<file path="config.mk">
export PLATFORM = sky130hd
export DESIGN_NAME = vram_arbiter_flat
export DESIGN_NICKNAME = d
export VERILOG_FILES = /design/src/rtl/vram_arbiter_if.sv /design/src/rtl/vram_arbiter.sv /design/src/flat_wrapper.sv
export SDC_FILE = /design/constraint.sdc
export NUM_CORES = 1
export LEC_CHECK = 0
export CAP_MARGIN = 20
export CORE_UTILIZATION = 30
export DETAILED_ROUTE_END_ITERATION = 8
export DONT_BUFFER_PORTS = 1
export GPL_ROUTABILITY_DRIVEN = 0
export PLACE_DENSITY = 0.5
export SLEW_MARGIN = 20
export SYNTH_ARGS = -nofsm -noshare
export SYNTH_HDL_FRONTEND = slang
export SYNTH_SLANG_ARGS = --single-unit
</file>
<file path="constraint.sdc">
create_clock -name clock_50 -period 4.69 [get_ports clock_50]
set_input_delay 0.469 -clock clock_50 [delete_from_list [all_inputs] [get_ports clock_50]]
set_output_delay 0.469 -clock clock_50 [all_outputs]
set_load 0.05 [all_outputs]
</file>
<file path="src/rtl/vram_arbiter_if.sv">
// Bundle of pixel timing, writer, clear and tile-RAM signals shared by the
// VRAM arbiter (slave side) and whatever surrounds it (master side).
interface vram_arbiter_if #(
    parameter int ADDR_W = 9
);
    logic              p_tick;
    logic [9:0]        pixel_x;
    logic [9:0]        pixel_y;
    logic              wr_req;
    logic [ADDR_W-1:0] wr_addr;
    logic [3:0]        wr_data;
    logic              wr_ack;
    logic              clr_req;
    logic [3:0]        clr_value;
    logic              clr_busy;
    logic [ADDR_W-1:0] mem_addr;
    logic              mem_we;
    logic [3:0]        mem_wdata;
    logic [3:0]        mem_rdata;
    logic [3:0]        tile_code;

    modport master (
        output p_tick, pixel_x, pixel_y, wr_req, wr_addr, wr_data,
               clr_req, clr_value, mem_rdata,
        input  wr_ack, clr_busy, mem_addr, mem_we, mem_wdata, tile_code
    );

    modport slave (
        input  p_tick, pixel_x, pixel_y, wr_req, wr_addr, wr_data,
               clr_req, clr_value, mem_rdata,
        output wr_ack, clr_busy, mem_addr, mem_we, mem_wdata, tile_code
    );
endinterface

</file>
<file path="src/rtl/vram_arbiter.sv">
// Shares one single-port tile RAM between the display prefetcher, a vblank
// map-clear engine and the game-logic writer, in that priority order.
module vram_arbiter #(
    parameter int TILE_COLS = 20,
    parameter int TILE_ROWS = 15,
    parameter int ADDR_W    = 9
) (
    input logic           clock_50,
    input logic           reset,
    vram_arbiter_if.slave bus
);
    localparam int                TILE_COUNT = TILE_COLS * TILE_ROWS;
    localparam logic [ADDR_W-1:0] LAST_ADDR  = ADDR_W'(TILE_COUNT - 1);

    typedef enum logic [1:0] {IDLE, WAIT_VB, CLEAR} clr_state_t;

    clr_state_t        state, state_next;
    logic [ADDR_W-1:0] clr_ptr, clr_ptr_next;
    logic [3:0]        clr_val, clr_val_next;
    logic [3:0]        next_tile;
    logic [3:0]        tile_q;
    logic              fetch_d;

    logic [9:0]        next_y;
    logic              in_vblank;
    logic              line_fetch, eol_fetch, fetch;
    int                fetch_row, fetch_col;
    logic              clr_write, wr_grant, wr_in_range, tile_load;
    logic [ADDR_W-1:0] addr_c;
    logic              we_c, ack_c;
    logic [3:0]        wdata_c;

    // A tile is prefetched two pixels before it is needed; the end-of-line
    // slot fetches column 0 of the following line instead.
    always_comb begin
        next_y     = (bus.pixel_y == 10'd524) ? 10'd0 : bus.pixel_y + 10'd1;
        in_vblank  = bus.pixel_y >= 10'd480;
        line_fetch = bus.p_tick && (bus.pixel_x < 10'd640) && (bus.pixel_x[4:0] == 5'd30)
                     && (int'(bus.pixel_x[9:5]) + 1 < TILE_COLS);
        eol_fetch  = bus.p_tick && (bus.pixel_x == 10'd798) && (next_y < 10'd480);
        fetch      = line_fetch || eol_fetch;
        fetch_row  = line_fetch ? int'(bus.pixel_y[9:5]) : int'(next_y[9:5]);
        fetch_col  = line_fetch ? int'(bus.pixel_x[9:5]) + 1 : 0;
        tile_load  = bus.p_tick && (((bus.pixel_x[4:0] == 5'd31) && (bus.pixel_x < 10'd639))
                     || (bus.pixel_x == 10'd799));
        clr_write   = (state == CLEAR) && in_vblank && !fetch;
        wr_grant    = bus.wr_req && !fetch && (state != CLEAR);
        wr_in_range = int'(bus.wr_addr) < TILE_COUNT;
    end

    // RAM port mux; out-of-range writer requests are acked but never reach the RAM.
    always_comb begin
        addr_c  = '0;
        we_c    = 1'b0;
        wdata_c = '0;
        ack_c   = 1'b0;
        if (!reset) begin
            if (fetch) begin
                addr_c = ADDR_W'(fetch_row * TILE_COLS + fetch_col);
            end else if (clr_write) begin
                addr_c  = clr_ptr;
                we_c    = 1'b1;
                wdata_c = clr_val;
            end else if (wr_grant) begin
                ack_c = 1'b1;
                if (wr_in_range) begin
                    addr_c  = bus.wr_addr;
                    we_c    = 1'b1;
                    wdata_c = bus.wr_data;
                end
            end
        end
    end

    always_comb begin
        state_next   = state;
        clr_ptr_next = clr_ptr;
        clr_val_next = clr_val;
        case (state)
            IDLE: begin
                if (bus.clr_req) begin
                    clr_val_next = bus.clr_value;
                    clr_ptr_next = '0;
                    state_next   = WAIT_VB;
                end
            end
            WAIT_VB: begin
                if (in_vblank) state_next = CLEAR;
            end
            CLEAR: begin
                if (!in_vblank) begin
                    state_next = WAIT_VB;
                end else if (!fetch) begin
                    clr_ptr_next = clr_ptr + ADDR_W'(1);
                    if (clr_ptr == LAST_ADDR) state_next = IDLE;
                end
            end
            default: state_next = IDLE;
        endcase
    end

    // Read data arrives one clock after a fetch and waits in next_tile until
    // the pixel pipeline crosses into the new tile.
    always_ff @(posedge clock_50) begin
        if (reset) begin
            state     <= IDLE;
            clr_ptr   <= '0;
            clr_val   <= '0;
            fetch_d   <= 1'b0;
            next_tile <= '0;
            tile_q    <= '0;
        end else begin
            state   <= state_next;
            clr_ptr <= clr_ptr_next;
            clr_val <= clr_val_next;
            fetch_d <= fetch;
            if (fetch_d) next_tile <= bus.mem_rdata;
            if (tile_load) tile_q <= next_tile;
        end
    end

    assign bus.mem_addr  = addr_c;
    assign bus.mem_we    = we_c;
    assign bus.mem_wdata = wdata_c;
    assign bus.wr_ack    = ack_c;
    assign bus.clr_busy  = (state != IDLE);
    assign bus.tile_code = tile_q;
endmodule

</file>
<file path="src/flat_wrapper.sv">
// flat-port wrapper written by rule: the top's interface ports become plain ports
module vram_arbiter_flat 
#(
    parameter int TILE_COLS = 20,
    parameter int TILE_ROWS = 15,
    parameter int ADDR_W    = 9
)
  (clock_50, reset, bus_p_tick, bus_pixel_x, bus_pixel_y, bus_wr_req, bus_wr_addr, bus_wr_data, bus_clr_req, bus_clr_value, bus_mem_rdata, bus_wr_ack, bus_clr_busy, bus_mem_addr, bus_mem_we, bus_mem_wdata, bus_tile_code);
  vram_arbiter_if #(.ADDR_W(ADDR_W)) bus_i ();
  input logic clock_50;
  input logic reset;
  input wire logic [$bits(bus_i.p_tick)-1:0] bus_p_tick;
  input wire logic [$bits(bus_i.pixel_x)-1:0] bus_pixel_x;
  input wire logic [$bits(bus_i.pixel_y)-1:0] bus_pixel_y;
  input wire logic [$bits(bus_i.wr_req)-1:0] bus_wr_req;
  input wire logic [$bits(bus_i.wr_addr)-1:0] bus_wr_addr;
  input wire logic [$bits(bus_i.wr_data)-1:0] bus_wr_data;
  input wire logic [$bits(bus_i.clr_req)-1:0] bus_clr_req;
  input wire logic [$bits(bus_i.clr_value)-1:0] bus_clr_value;
  input wire logic [$bits(bus_i.mem_rdata)-1:0] bus_mem_rdata;
  output wire logic [$bits(bus_i.wr_ack)-1:0] bus_wr_ack;
  output wire logic [$bits(bus_i.clr_busy)-1:0] bus_clr_busy;
  output wire logic [$bits(bus_i.mem_addr)-1:0] bus_mem_addr;
  output wire logic [$bits(bus_i.mem_we)-1:0] bus_mem_we;
  output wire logic [$bits(bus_i.mem_wdata)-1:0] bus_mem_wdata;
  output wire logic [$bits(bus_i.tile_code)-1:0] bus_tile_code;
  assign bus_i.p_tick = bus_p_tick;
  assign bus_i.pixel_x = bus_pixel_x;
  assign bus_i.pixel_y = bus_pixel_y;
  assign bus_i.wr_req = bus_wr_req;
  assign bus_i.wr_addr = bus_wr_addr;
  assign bus_i.wr_data = bus_wr_data;
  assign bus_i.clr_req = bus_clr_req;
  assign bus_i.clr_value = bus_clr_value;
  assign bus_i.mem_rdata = bus_mem_rdata;
  assign bus_wr_ack = bus_i.wr_ack;
  assign bus_clr_busy = bus_i.clr_busy;
  assign bus_mem_addr = bus_i.mem_addr;
  assign bus_mem_we = bus_i.mem_we;
  assign bus_mem_wdata = bus_i.mem_wdata;
  assign bus_tile_code = bus_i.tile_code;
  vram_arbiter #(.TILE_COLS(TILE_COLS), .TILE_ROWS(TILE_ROWS), .ADDR_W(ADDR_W)) u_core (.clock_50(clock_50), .reset(reset), .bus(bus_i));
endmodule
</file>
==> flow_metrics.env <==
export IMPL_die_x_um=83.3
export IMPL_seq_area_um2=480
export IMPL_ys_seq_area_share_pct=24.3
export IMPL_hp_class="primary input to register"
export IMPL_critPathMaxStageDelay_ns=0.41
export IMPL_rrSetupSlack_ns=2.84
export IMPL_slew_viol_final=0
export IMPL_synth_area_leader_cell="dfxtp_1"
export IMPL_finalHoldViolations=0
export IMPL_clk_pin_slew_ns=0.09
export IMPL_start_util_pct=31.2
export IMPL_path_common_cell="ha_1"
export IMPL_crit_end="bus_mem_addr[8]"
export IMPL_relSlewSlack_pct=38.2
export IMPL_critPathCaptureType="output pin"
export IMPL_use_met3_pct=1.79
export IMPL_yosysWarningCount=0
export IMPL_worstPathRequired_ns=4.22
export IMPL_core_mm2=0.00635
export IMPL_r2r_cells=5
export IMPL_grt_max_degree=34
export IMPL_grt_overflow_total=0
export IMPL_final_layout_size_suffix_gt1_share_pct=11.9
export IMPL_cp_startpoint="bus_pixel_x[3]"
export IMPL_met1_usage_pct=20.4
export IMPL_dieArea_mm2=0.00693
export IMPL_placementRows=29
export IMPL_hold_slack_ns=0.259
export IMPL_multi_input_area_mm2=0.00145
export IMPL_grt_met2_usage_pct=24.0
export IMPL_synth_area_mm2=0.00198
export IMPL_nets=322
export IMPL_cts_sinks=24
export IMPL_post_cts_setup_buffers=0
export IMPL_dr_pass1_iters=4
export IMPL_cts_root_buf="clkbuf_8"
export IMPL_dp_hpwl_um=4130
export IMPL_fp_dieH_um=83.3
export IMPL_powerDensity_mw_per_mm2=234
export IMPL_vias=1902
export IMPL_async_flop_share_pct=0
export IMPL_cts_tree="yes"
export IMPL_first_global_vias=1771
export IMPL_htree_levels=1
export IMPL_wire_per_inst_um=15.5
export IMPL_clockBufferDepth=2
export IMPL_worstMarginPinSlew_ns=0.922
export IMPL_clock_fmax_mhz=231
export IMPL_p_total_w=0.000519
export IMPL_status="complete, no violations"
export IMPL_antenna_found_initial=0
export IMPL_timing_rr_end="u_core.clr_ptr[7]"
export IMPL_grt_usage_pct=14.7
export IMPL_rsz0062_at_grt="false"
export IMPL_path_cells="nand2_1, nor3_1, o211a_1, nor2_1, nand2_1, xnor2_1, ha_1, ha_1, ha_1, a21oi_1, nor2b_1, and3_1, o32ai_1, xnor2_1, a211oi_2, buf_4"
export IMPL_critPathSlowestCell="nor3_1"
export IMPL_finalClockSkew_ns=0.00218
export IMPL_fin_crit_sh_pct=92.3
export IMPL_grt_busiest_layer="met2"
export IMPL_ys_seq_elements=24
export IMPL_p_leak_nw=0.866
export IMPL_viasPerCell=5.63
export IMPL_antenna_cells=0
export IMPL_yosysTopAreaCellShare_pct=24.3
export IMPL_avgSynthCellArea_um2=7.71
export IMPL_ant_nets=0
export IMPL_utilization_pct=34.9
export IMPL_crit_type="primary input to output pin"
export IMPL_synth_edf_count=0
export IMPL_placement_io_buffers=0
export IMPL_clock_latency_ns=0.27
export IMPL_reg2reg_from="u_core.state[1]"
export IMPL_worst_ir_drop_vdd_mv=0.168
export IMPL_syn_to_final_growth_pct=12.0
export IMPL_cts_hold_buf=0
export IMPL_min_period_ns=4.33
export IMPL_io_pins=66
export IMPL_syn_inst=257
export IMPL_cp_max_fo=6
export IMPL_ys_types=51
export IMPL_synthFlopType="dfxtp_1"
export IMPL_maxCapViolCount=0
export IMPL_worstSetupStartpointType="primary input"
export IMPL_crit_arrival_ns=3.86
export IMPL_fillers=675
export IMPL_cts_repair_resized=0
export IMPL_fin_tns_setup_ns=0
export IMPL_drtIter0Drc=69
export IMPL_cts_made_buffers=3
export IMPL_setup_viol=0
export IMPL_grt_first_pass_wirelength_um=8390
export IMPL_synth_nets=317
export IMPL_drt_wl_total_um=5230
export IMPL_netlist_top_cells_area="dfxtp_1, nor2_1, ha_1"
export IMPL_drc_errors=0
-- cells in the final DEF, fill, tap and decap left out, types with 4 or more instances in the layout --
| master | n |
|---|---|
| nor2_1 | 41 |
| dfxtp_1 | 24 |
| a21oi_1 | 17 |
| buf_4 | 14 |
| mux2i_1 | 13 |
| nand2_1 | 12 |
| xnor2_1 | 12 |
| ha_1 | 12 |
| nand3_1 | 10 |
| nor3_1 | 10 |
| a22oi_1 | 10 |
| inv_1 | 5 |
| o21ai_0 | 5 |
| and3_1 | 5 |
| o21ai_1 | 4 |
-- cells by family (layout without fill, tap and decap cells) --
logic type	Yosys count	in the layout	share of synthesized area (%)
flip-flops	24	24	24.3
multiplexers	13	13	6.57
AO/OA/AOI/OAI	63	63	21.3
XOR/XNOR	15	15	6.63
AND/OR/NAND/NOR	108	108	27.5
buffers and inverters	19	23	3.98
other	1	1	0.189
adder cells (fa/ha/maj)	14	14	9.60
-- state kept, by name, summed over array words and instances (netlist names) --
name                  flops
u_core.clr_val            4
u_core.state              2
u_core.next_tile          4
u_core.clr_ptr            9
u_core.fetch_d            1
u_core.bus.tile_code      4
-- report_power, final --
group | switching (W) | internal (W)
sequential | 0.00000459 | 0.000208
combinational | 0.0000754 | 0.0000491
clock | 0.0000677 | 0.000114
total | 0.000148 | 0.000371
-- cell usage after synthesis, types with 3 or more instances --
| master | n |
|---|---|
| a211oi_1 | 3 |
| nand3_1 | 10 |
| a21oi_1 | 17 |
| or2_2 | 3 |
| clkbuf_1 | 11 |
| o21ai_1 | 4 |
| nor4_1 | 3 |
| xor2_1 | 3 |
| nor2_1 | 41 |
| mux2i_1 | 13 |
| nand4_1 | 3 |
| xnor2_1 | 12 |
| inv_1 | 5 |
| o31ai_1 | 3 |
| a22oi_1 | 10 |
| ha_1 | 12 |
| nand2_1 | 12 |
| dfxtp_1 | 24 |
| nor3_1 | 13 |
| a21o_1 | 3 |
| a221oi_1 | 3 |
| and3_1 | 5 |
| o21ai_0 | 5 |
| or4_1 | 3 |
| a31oi_1 | 3 |
-- cell type report --
cell class	count	area share, %
Clock buffer	3	1.86
Clock inverter	1	1.35
Inverter	5	0.846
Multi-Input combinational cell	214	65.2
Sequential cell	24	21.7
Tap cell	77	4.34
Timing Repair Buffer	14	4.74
-- worst min path at each step --
stage | slack, ns | cells past startpoint | from | to
after global placement | 0.47 | 2 | u_core.next_tile[1] | u_core.bus.tile_code[1]
final | 0.26 | 1 | reset | u_core.clr_ptr[0]
after global routing | 0.24 | 1 | reset | u_core.bus.tile_code[2]
after CTS | 0.25 | 1 | reset | u_core.clr_ptr[0]
after floorplan | 0.46 | 2 | u_core.next_tile[0] | u_core.bus.tile_code[0]
after detailed placement | 0.48 | 2 | u_core.next_tile[2] | u_core.bus.tile_code[2]
-- layer usage --
| layer | share of wire [%] | vias up |
|---|---|---|
| met5 | 0 | - |
| met1 | 48 | 894 |
| met4 | 0.65 | 0 |
| li1 | - | 952 |
| met3 | 5.2 | 4 |
| met2 | 46 | 52 |
-- critical path: cells and delay by family --
family | cells | cell delay (ns)
AOI/OAI and AO/OA | 4 | 1.08
and+or+nand+nor | 6 | 0.93
adders and majority gates | 3 | 0.89
xor gates and xnor gates | 2 | 0.26
buffers and inverters | 1 | 0.23
-- through the flow --
step | cells | setup WS, ns | area [µm²]
final | 338 | 0.359 | 2220
after global routing | 338 | 0.0639 | 2220
after CTS | 338 | 0.316 | 2220
after detailed placement | 334 | 0.331 | 2150
after global placement | 334 | 0.419 | 2150
after floorplan | 257 | 0.0982 | 1990
Power figures use the tool's default switching activity.
